<file path="config.mk">
export PLATFORM = sky130hd
export DESIGN_NAME = fft_butterfly_core_flat
export DESIGN_NICKNAME = d
export VERILOG_FILES = /design/src/rtl/fft_butterfly_core_if.sv /design/src/rtl/fft_butterfly_core.sv /design/src/flat_wrapper.sv
export SDC_FILE = /design/constraint.sdc
export NUM_CORES = 1
export LEC_CHECK = 0
export CAP_MARGIN = 20
export CORE_ASPECT_RATIO = 0.6
export CORE_MARGIN = 3
export CORE_UTILIZATION = 60
export DETAILED_ROUTE_END_ITERATION = 6
export PLACE_DENSITY_LB_ADDON = 0.15
export SLEW_MARGIN = 25
export SYNTH_ARGS = -nofsm -noshare
export SYNTH_HDL_FRONTEND = slang
export SYNTH_SLANG_ARGS = --single-unit
</file>
<file path="constraint.sdc">
create_clock -name clock -period 14.4 [get_ports clock]
set_input_delay 1.44 -clock clock [delete_from_list [all_inputs] [get_ports clock]]
set_output_delay 1.44 -clock clock [all_outputs]
set_load 0.02 [all_outputs]
</file>
<file path="src/rtl/fft_butterfly_core_if.sv">
// Handshake and operand/result bundle for the radix-2 butterfly core.
// The controller side is master; the core is slave.
interface fft_butterfly_core_if #(
    parameter int WIDTH = 8
);
    logic                    start;
    logic signed [WIDTH-1:0] a_re;
    logic signed [WIDTH-1:0] a_im;
    logic signed [WIDTH-1:0] b_re;
    logic signed [WIDTH-1:0] b_im;
    logic signed [WIDTH-1:0] w_re;
    logic signed [WIDTH-1:0] w_im;
    logic                    busy;
    logic                    done;
    logic signed [WIDTH-1:0] y_re;
    logic signed [WIDTH-1:0] y_im;
    logic signed [WIDTH-1:0] z_re;
    logic signed [WIDTH-1:0] z_im;
    logic                    ovf;

    modport master (
        output start, a_re, a_im, b_re, b_im, w_re, w_im,
        input  busy, done, y_re, y_im, z_re, z_im, ovf
    );

    modport slave (
        input  start, a_re, a_im, b_re, b_im, w_re, w_im,
        output busy, done, y_re, y_im, z_re, z_im, ovf
    );
endinterface

</file>
<file path="src/rtl/fft_butterfly_core.sv">
// Radix-2 DIT butterfly: Y = A + W*B, Z = A - W*B in signed Q1.(WIDTH-1).
// One shared multiplier is stepped over four cycles.
module fft_butterfly_core #(
    parameter int WIDTH = 8,
    parameter int FRAC  = 7
) (
    input  logic                 clock,
    input  logic                 reset,
    fft_butterfly_core_if.slave  bus
);
    localparam int AW = 2 * WIDTH + 1;
    localparam int TW = WIDTH + 2;
    localparam int SW = WIDTH + 3;

    localparam logic [2:0] IDLE   = 3'd0;
    localparam logic [2:0] MUL_RR = 3'd1;
    localparam logic [2:0] MUL_II = 3'd2;
    localparam logic [2:0] MUL_RI = 3'd3;
    localparam logic [2:0] MUL_IR = 3'd4;
    localparam logic [2:0] ADD    = 3'd5;
    localparam logic [2:0] DONE   = 3'd6;

    localparam logic signed [AW-1:0] HALF = AW'(1) << (FRAC - 1);
    localparam logic signed [SW-1:0] SMAX = SW'(2 ** (WIDTH - 1) - 1);
    localparam logic signed [SW-1:0] SMIN = -SW'(2 ** (WIDTH - 1));

    logic [2:0] state;

    logic signed [WIDTH-1:0] ar, ai, br, bi, wr, wi;
    logic signed [AW-1:0]    acc;
    logic signed [TW-1:0]    t_re, t_im;

    logic signed [WIDTH-1:0]   m_a, m_b;
    logic signed [2*WIDTH-1:0] prod;
    logic signed [AW-1:0]      prod_x;
    logic signed [AW-1:0]      acc_nx;
    logic signed [TW-1:0]      t_rnd;

    logic signed [SW-1:0] a_re_x, a_im_x, t_re_x, t_im_x;
    logic [WIDTH:0]       sy_re, sy_im, sz_re, sz_im;

    function automatic logic [WIDTH:0] sat(input logic signed [SW-1:0] s);
        if (s > SMAX)
            return {1'b1, SMAX[WIDTH-1:0]};
        else if (s < SMIN)
            return {1'b1, SMIN[WIDTH-1:0]};
        else
            return {1'b0, s[WIDTH-1:0]};
    endfunction

    always_comb begin
        m_a = br;
        m_b = wr;
        unique case (state)
            MUL_II: begin m_a = bi; m_b = wi; end
            MUL_RI: begin m_a = br; m_b = wi; end
            MUL_IR: begin m_a = bi; m_b = wr; end
            default: ;
        endcase
    end

    assign prod   = m_a * m_b;
    assign prod_x = {prod[2*WIDTH-1], prod};

    always_comb begin
        acc_nx = prod_x;
        unique case (state)
            MUL_II:  acc_nx = acc - prod_x;
            MUL_IR:  acc_nx = acc + prod_x;
            default: ;
        endcase
    end

    // Round half up, then keep enough headroom for +/-256 after scaling.
    assign t_rnd = TW'((acc_nx + HALF) >>> FRAC);

    assign a_re_x = {{3{ar[WIDTH-1]}}, ar};
    assign a_im_x = {{3{ai[WIDTH-1]}}, ai};
    assign t_re_x = {t_re[TW-1], t_re};
    assign t_im_x = {t_im[TW-1], t_im};

    assign sy_re = sat(a_re_x + t_re_x);
    assign sy_im = sat(a_im_x + t_im_x);
    assign sz_re = sat(a_re_x - t_re_x);
    assign sz_im = sat(a_im_x - t_im_x);

    always_ff @(posedge clock or posedge reset) begin
        if (reset) begin
            state    <= IDLE;
            ar       <= '0;
            ai       <= '0;
            br       <= '0;
            bi       <= '0;
            wr       <= '0;
            wi       <= '0;
            acc      <= '0;
            t_re     <= '0;
            t_im     <= '0;
            bus.busy <= 1'b0;
            bus.done <= 1'b0;
            bus.y_re <= '0;
            bus.y_im <= '0;
            bus.z_re <= '0;
            bus.z_im <= '0;
            bus.ovf  <= 1'b0;
        end else begin
            bus.done <= 1'b0;
            unique case (state)
                IDLE: begin
                    if (bus.start) begin
                        ar       <= bus.a_re;
                        ai       <= bus.a_im;
                        br       <= bus.b_re;
                        bi       <= bus.b_im;
                        wr       <= bus.w_re;
                        wi       <= bus.w_im;
                        bus.busy <= 1'b1;
                        state    <= MUL_RR;
                    end
                end
                MUL_RR: begin
                    acc   <= acc_nx;
                    state <= MUL_II;
                end
                MUL_II: begin
                    acc   <= acc_nx;
                    t_re  <= t_rnd;
                    state <= MUL_RI;
                end
                MUL_RI: begin
                    acc   <= acc_nx;
                    state <= MUL_IR;
                end
                MUL_IR: begin
                    acc   <= acc_nx;
                    t_im  <= t_rnd;
                    state <= ADD;
                end
                ADD: begin
                    bus.y_re <= sy_re[WIDTH-1:0];
                    bus.y_im <= sy_im[WIDTH-1:0];
                    bus.z_re <= sz_re[WIDTH-1:0];
                    bus.z_im <= sz_im[WIDTH-1:0];
                    bus.ovf  <= sy_re[WIDTH] | sy_im[WIDTH] |
                                sz_re[WIDTH] | sz_im[WIDTH];
                    state    <= DONE;
                end
                DONE: begin
                    // Pulse lands as we re-enter IDLE, so a new start fits next edge.
                    bus.done <= 1'b1;
                    bus.busy <= 1'b0;
                    state    <= IDLE;
                end
                default: state <= IDLE;
            endcase
        end
    end
endmodule

</file>
<file path="src/flat_wrapper.sv">
// flat-port wrapper written by rule: the top's interface ports become plain ports
module fft_butterfly_core_flat 
#(
    parameter int WIDTH = 8,
    parameter int FRAC  = 7
)
  (clock, reset, bus_start, bus_a_re, bus_a_im, bus_b_re, bus_b_im, bus_w_re, bus_w_im, bus_busy, bus_done, bus_y_re, bus_y_im, bus_z_re, bus_z_im, bus_ovf);
  fft_butterfly_core_if #(.WIDTH(WIDTH)) bus_i ();
  input  logic clock;
  input  logic reset;
  input wire logic [$bits(bus_i.start)-1:0] bus_start;
  input wire logic [$bits(bus_i.a_re)-1:0] bus_a_re;
  input wire logic [$bits(bus_i.a_im)-1:0] bus_a_im;
  input wire logic [$bits(bus_i.b_re)-1:0] bus_b_re;
  input wire logic [$bits(bus_i.b_im)-1:0] bus_b_im;
  input wire logic [$bits(bus_i.w_re)-1:0] bus_w_re;
  input wire logic [$bits(bus_i.w_im)-1:0] bus_w_im;
  output wire logic [$bits(bus_i.busy)-1:0] bus_busy;
  output wire logic [$bits(bus_i.done)-1:0] bus_done;
  output wire logic [$bits(bus_i.y_re)-1:0] bus_y_re;
  output wire logic [$bits(bus_i.y_im)-1:0] bus_y_im;
  output wire logic [$bits(bus_i.z_re)-1:0] bus_z_re;
  output wire logic [$bits(bus_i.z_im)-1:0] bus_z_im;
  output wire logic [$bits(bus_i.ovf)-1:0] bus_ovf;
  assign bus_i.start = bus_start;
  assign bus_i.a_re = bus_a_re;
  assign bus_i.a_im = bus_a_im;
  assign bus_i.b_re = bus_b_re;
  assign bus_i.b_im = bus_b_im;
  assign bus_i.w_re = bus_w_re;
  assign bus_i.w_im = bus_w_im;
  assign bus_busy = bus_i.busy;
  assign bus_done = bus_i.done;
  assign bus_y_re = bus_i.y_re;
  assign bus_y_im = bus_i.y_im;
  assign bus_z_re = bus_i.z_re;
  assign bus_z_im = bus_i.z_im;
  assign bus_ovf = bus_i.ovf;
  fft_butterfly_core #(.WIDTH(WIDTH), .FRAC(FRAC)) u_core (.clock(clock), .reset(reset), .bus(bus_i));
endmodule
</file>
==> impl_metrics.toml <==
[run_status]
outcome = "finished clean"

[clock_network]
cts_htree_levels = 4
worstSkewPairLatency_ns = 0.43
ctsLongestPathBuffers = 2
postCtsResizedCells = 0
cts_post_setup_buffers_inserted = 0
hold_bufs_inserted_after_cts = 0
clock_transition_at_the_registers_of_the_reported_paths_ns = 0.06
clock_tree_root_driver_cell = "clkbuf_16"
tritoncts = "built"
tritoncts_buffers = 17
clock_sinks = 123

[floorplanning]
die_h_um = 110
floorplan.core_area_um2 = 17300
effective_utilization_at_floorplan_pct = 62.0
io_pins = 86
core.rowCount = 37
die_w_um = 179
die_area_um2 = 19600

[placed_design]
port_buffers = 85
post-place-ws_ns = 4.91
hpwlAfterDp_um = 19600
dpl.cell_count = 1458
finalWeightedCongestion = 0.937

[setup_path]
reg2reg_setup_slack_ns = 4.70
depth_of_the_worst_register_to_register_path = 29
critical_path.reg2reg.startpoint = "u_core.state[2]$_DFFE_PP0P_"
worstReg2RegEnd = "u_core.t_im[9]$_DFFE_PP0N_"
cp_common_cell = "fa_1"
crit_type = "flip-flop to flip-flop"
crit_path_max_incr_delay_ns = 0.70
critical_path.startpoint_type = "flip-flop"
worst_setup_path_startpoint = "u_core.state[2]$_DFFE_PP0P_"
worst-path-max-fanout = 19
critPathRequiredTime_ns = 14.67
worst_setup_path_end_kind = "flip-flop"
crit_path_end = "u_core.t_im[9]$_DFFE_PP0N_"
cp.arrival_ns = 9.97
slowest_stage = "mux2i_1"

[timing]
min_period_over_period_pct = 67.4
count_of_final_setup_violators = 0
setup_tns_ns = 0
fmax_ghz = 0.103
final_hold_viol_count = 0
timing.clock.skew_ns = 0.0127
max_slew.worst_pin.slew_ns = 0.995
final.min_clock_period_ns = 9.70
timing.final.ws_setup_ns = 4.70
unrepaired_setup_endpoints_after_global_routing = "false"
timing.slew.headroom_pct = 33.4
timing_max_transition_violations_final = 0

[logic_synthesis]
most_common_cell_in_the_synthesized_netlist = "inv_1"
ffs_latches_synth = 123
share_of_yosys_cell_area_claimed_by_the_top_area_cell_type_pct = 28.7
yosysSeqAreaShare_pct = 28.7
yosys-top-cells-count = "inv_1 (147), dfrtp_1 (123), nor2_1 (96)"
synthTopCellsByArea = "dfrtp_1 (29%), fa_1 (11%), ha_1 (10%)"
synth_area_per_cell_um2 = 9.19
postSynth.asyncResetShare_pct = 100
syn-cell-area_um2 = 10700
syn-instance-count = 1168
synth_enable_flop_cells = 0
synth.lib_cells_used.distinct = 79
yosys_warnings = 0
post_syn_nets = 1367
cell_type_contributing_the_most_total_cell_area_after_synthesis = "dfrtp_1"
synth-main-ff-cell = "dfrtp_1"

[run]
max_cap_violations = 0

[finish]
diodes = 0
design.final.nets = 1442
instances_no_fill = 1490
layout.area.seq_um2 = 3080
area_growth_pct = 15.9
finish.utilization_pct = 71.9
multi_input_comb_area_um2 = 7000
layout-drive-gt1-share_pct = 11.0
final.fill_count = 1277

[routing]
drtAntennaViolNets = 0
wl_per_cell_um = 17.7
drt-initial-drc-count = 835
vias_per_cell = 5.75
drt-pass1-iter-count = 5
drc = 0
num_vias = 8561
drt_wl_total_um = 26300

[global_route]
first_global_vias = 8055
grt_antenna_before_repair = 0
pin_count_of_the_biggest_net_entering_global_routing = 68
gr-total-overflow = 0
groute.usage.overall_pct = 28.2
grt_pass1_wl_um = 42500

[hold_path]
min-delay-path-class = "flip-flop to flip-flop"
[cell usage in the layout (no fill, tap or decap), types with 7 or more instances in the layout]
cell,instances
clkbuf_16,17
o21ai_0,87
dfrtp_1,123
a21o_1,12
clkdlybuf4s50_1,85
ha_1,88
xor2_1,25
xnor2_1,46
a21oi_1,66
or2_2,20
nor2_1,96
nand2_1,90
mux2_2,58
o31ai_1,7
inv_1,146
a211oi_1,9
fa_1,60
nor2b_1,13
nor3b_1,7
nor3_1,10
a31oi_1,12
mux2i_1,22
nand2b_1,15
[sequential cells by signal (all words and copies together) (netlist names), 3 cells and up]
register and count:
u_core.acc 17, u_core.t_im 10, u_core.t_re 10, u_core.ai 8, u_core.ar 8, u_core.bi 8
u_core.br 8, u_core.bus.y_im 8, u_core.bus.y_re 8, u_core.bus.z_im 8, u_core.bus.z_re 8, u_core.wi 8
u_core.wr 8, u_core.state 3
[logic make-up after synthesis]
kind of cell	Yosys count	share of synthesized area [%]
AOI/OAI and AO/OA	266	15.5
and+or+nand+nor	297	13.6
adders and majority gates	148	21.4
buffers and inverters	180	6.35
DFF	123	28.7
muxes	82	8.47
xor gates and xnor gates	72	5.94
[per-layer routing]
metal / share of wire [%] / vias to the layer above / track usage (%)
met5: 0 / - / 0
met4: 1.5 / 0 / 8.33
met3: 10 / 35 / 9.87
met2: 38 / 341 / 35.8
met1: 50 / 4069 / 44.0
li1: - / 4116 / -
[area by class of cell]
| cell class | instances | share of cell area [%] |
|---|---|---|
| well taps | 234 | 2.35 |
| clock inverters | 9 | 1.28 |
| clock buffers | 23 | 3.92 |
| repair buffers | 89 | 7.08 |
| inverters | 147 | 4.45 |
| multi-input cells | 865 | 56.2 |
| flip-flops and latches | 123 | 24.7 |
[worst min path at each step]
stage                                      to  cells after the start                      startpoint
6_report       u_core.bus.y_re[5]$_DFFE_PP0P_                      2  u_core.bus.y_re[5]$_DFFE_PP0P_
4_1_cts        u_core.bus.z_re[1]$_DFFE_PP0P_                      2  u_core.bus.z_re[1]$_DFFE_PP0P_
2_1_floorplan      u_core.t_im[2]$_DFFE_PP0N_                      2      u_core.t_im[2]$_DFFE_PP0N_
3_5_place_dp   u_core.bus.z_im[2]$_DFFE_PP0P_                      2  u_core.bus.z_im[2]$_DFFE_PP0P_
3_3_place_gp   u_core.bus.z_re[1]$_DFFE_PP0P_                      2  u_core.bus.z_re[1]$_DFFE_PP0P_
5_1_grt        u_core.bus.z_re[4]$_DFFE_PP0P_                      2  u_core.bus.z_re[4]$_DFFE_PP0P_
[critical path: cells and delay by family, from the launching register on]
| family | cells | cell delay, ns |
|---|---|---|
| adder cells (fa/ha/maj) | 6 | 2.75 |
| AO/OA/AOI/OAI | 10 | 2.95 |
| multiplexers | 3 | 1.10 |
| flip-flops | 1 | 0.50 |
| AND/OR/NAND/NOR | 6 | 1.65 |
| XOR/XNOR | 2 | 0.49 |
| buffers and inverters | 2 | 0.09 |
[stage by stage]
step / hold slack (ns) / area, µm²
finish: 0.475 / 12400
CTS: 0.483 / 12400
global placement: 0.463 / 11800
floorplan: 0.478 / 10700
global route: 0.499 / 12400
detailed placement: 0.469 / 11800
Power is left out: the tool's default activity adds up to more than one toggle a clock period on the data nets, which glitch-free logic cannot reach.
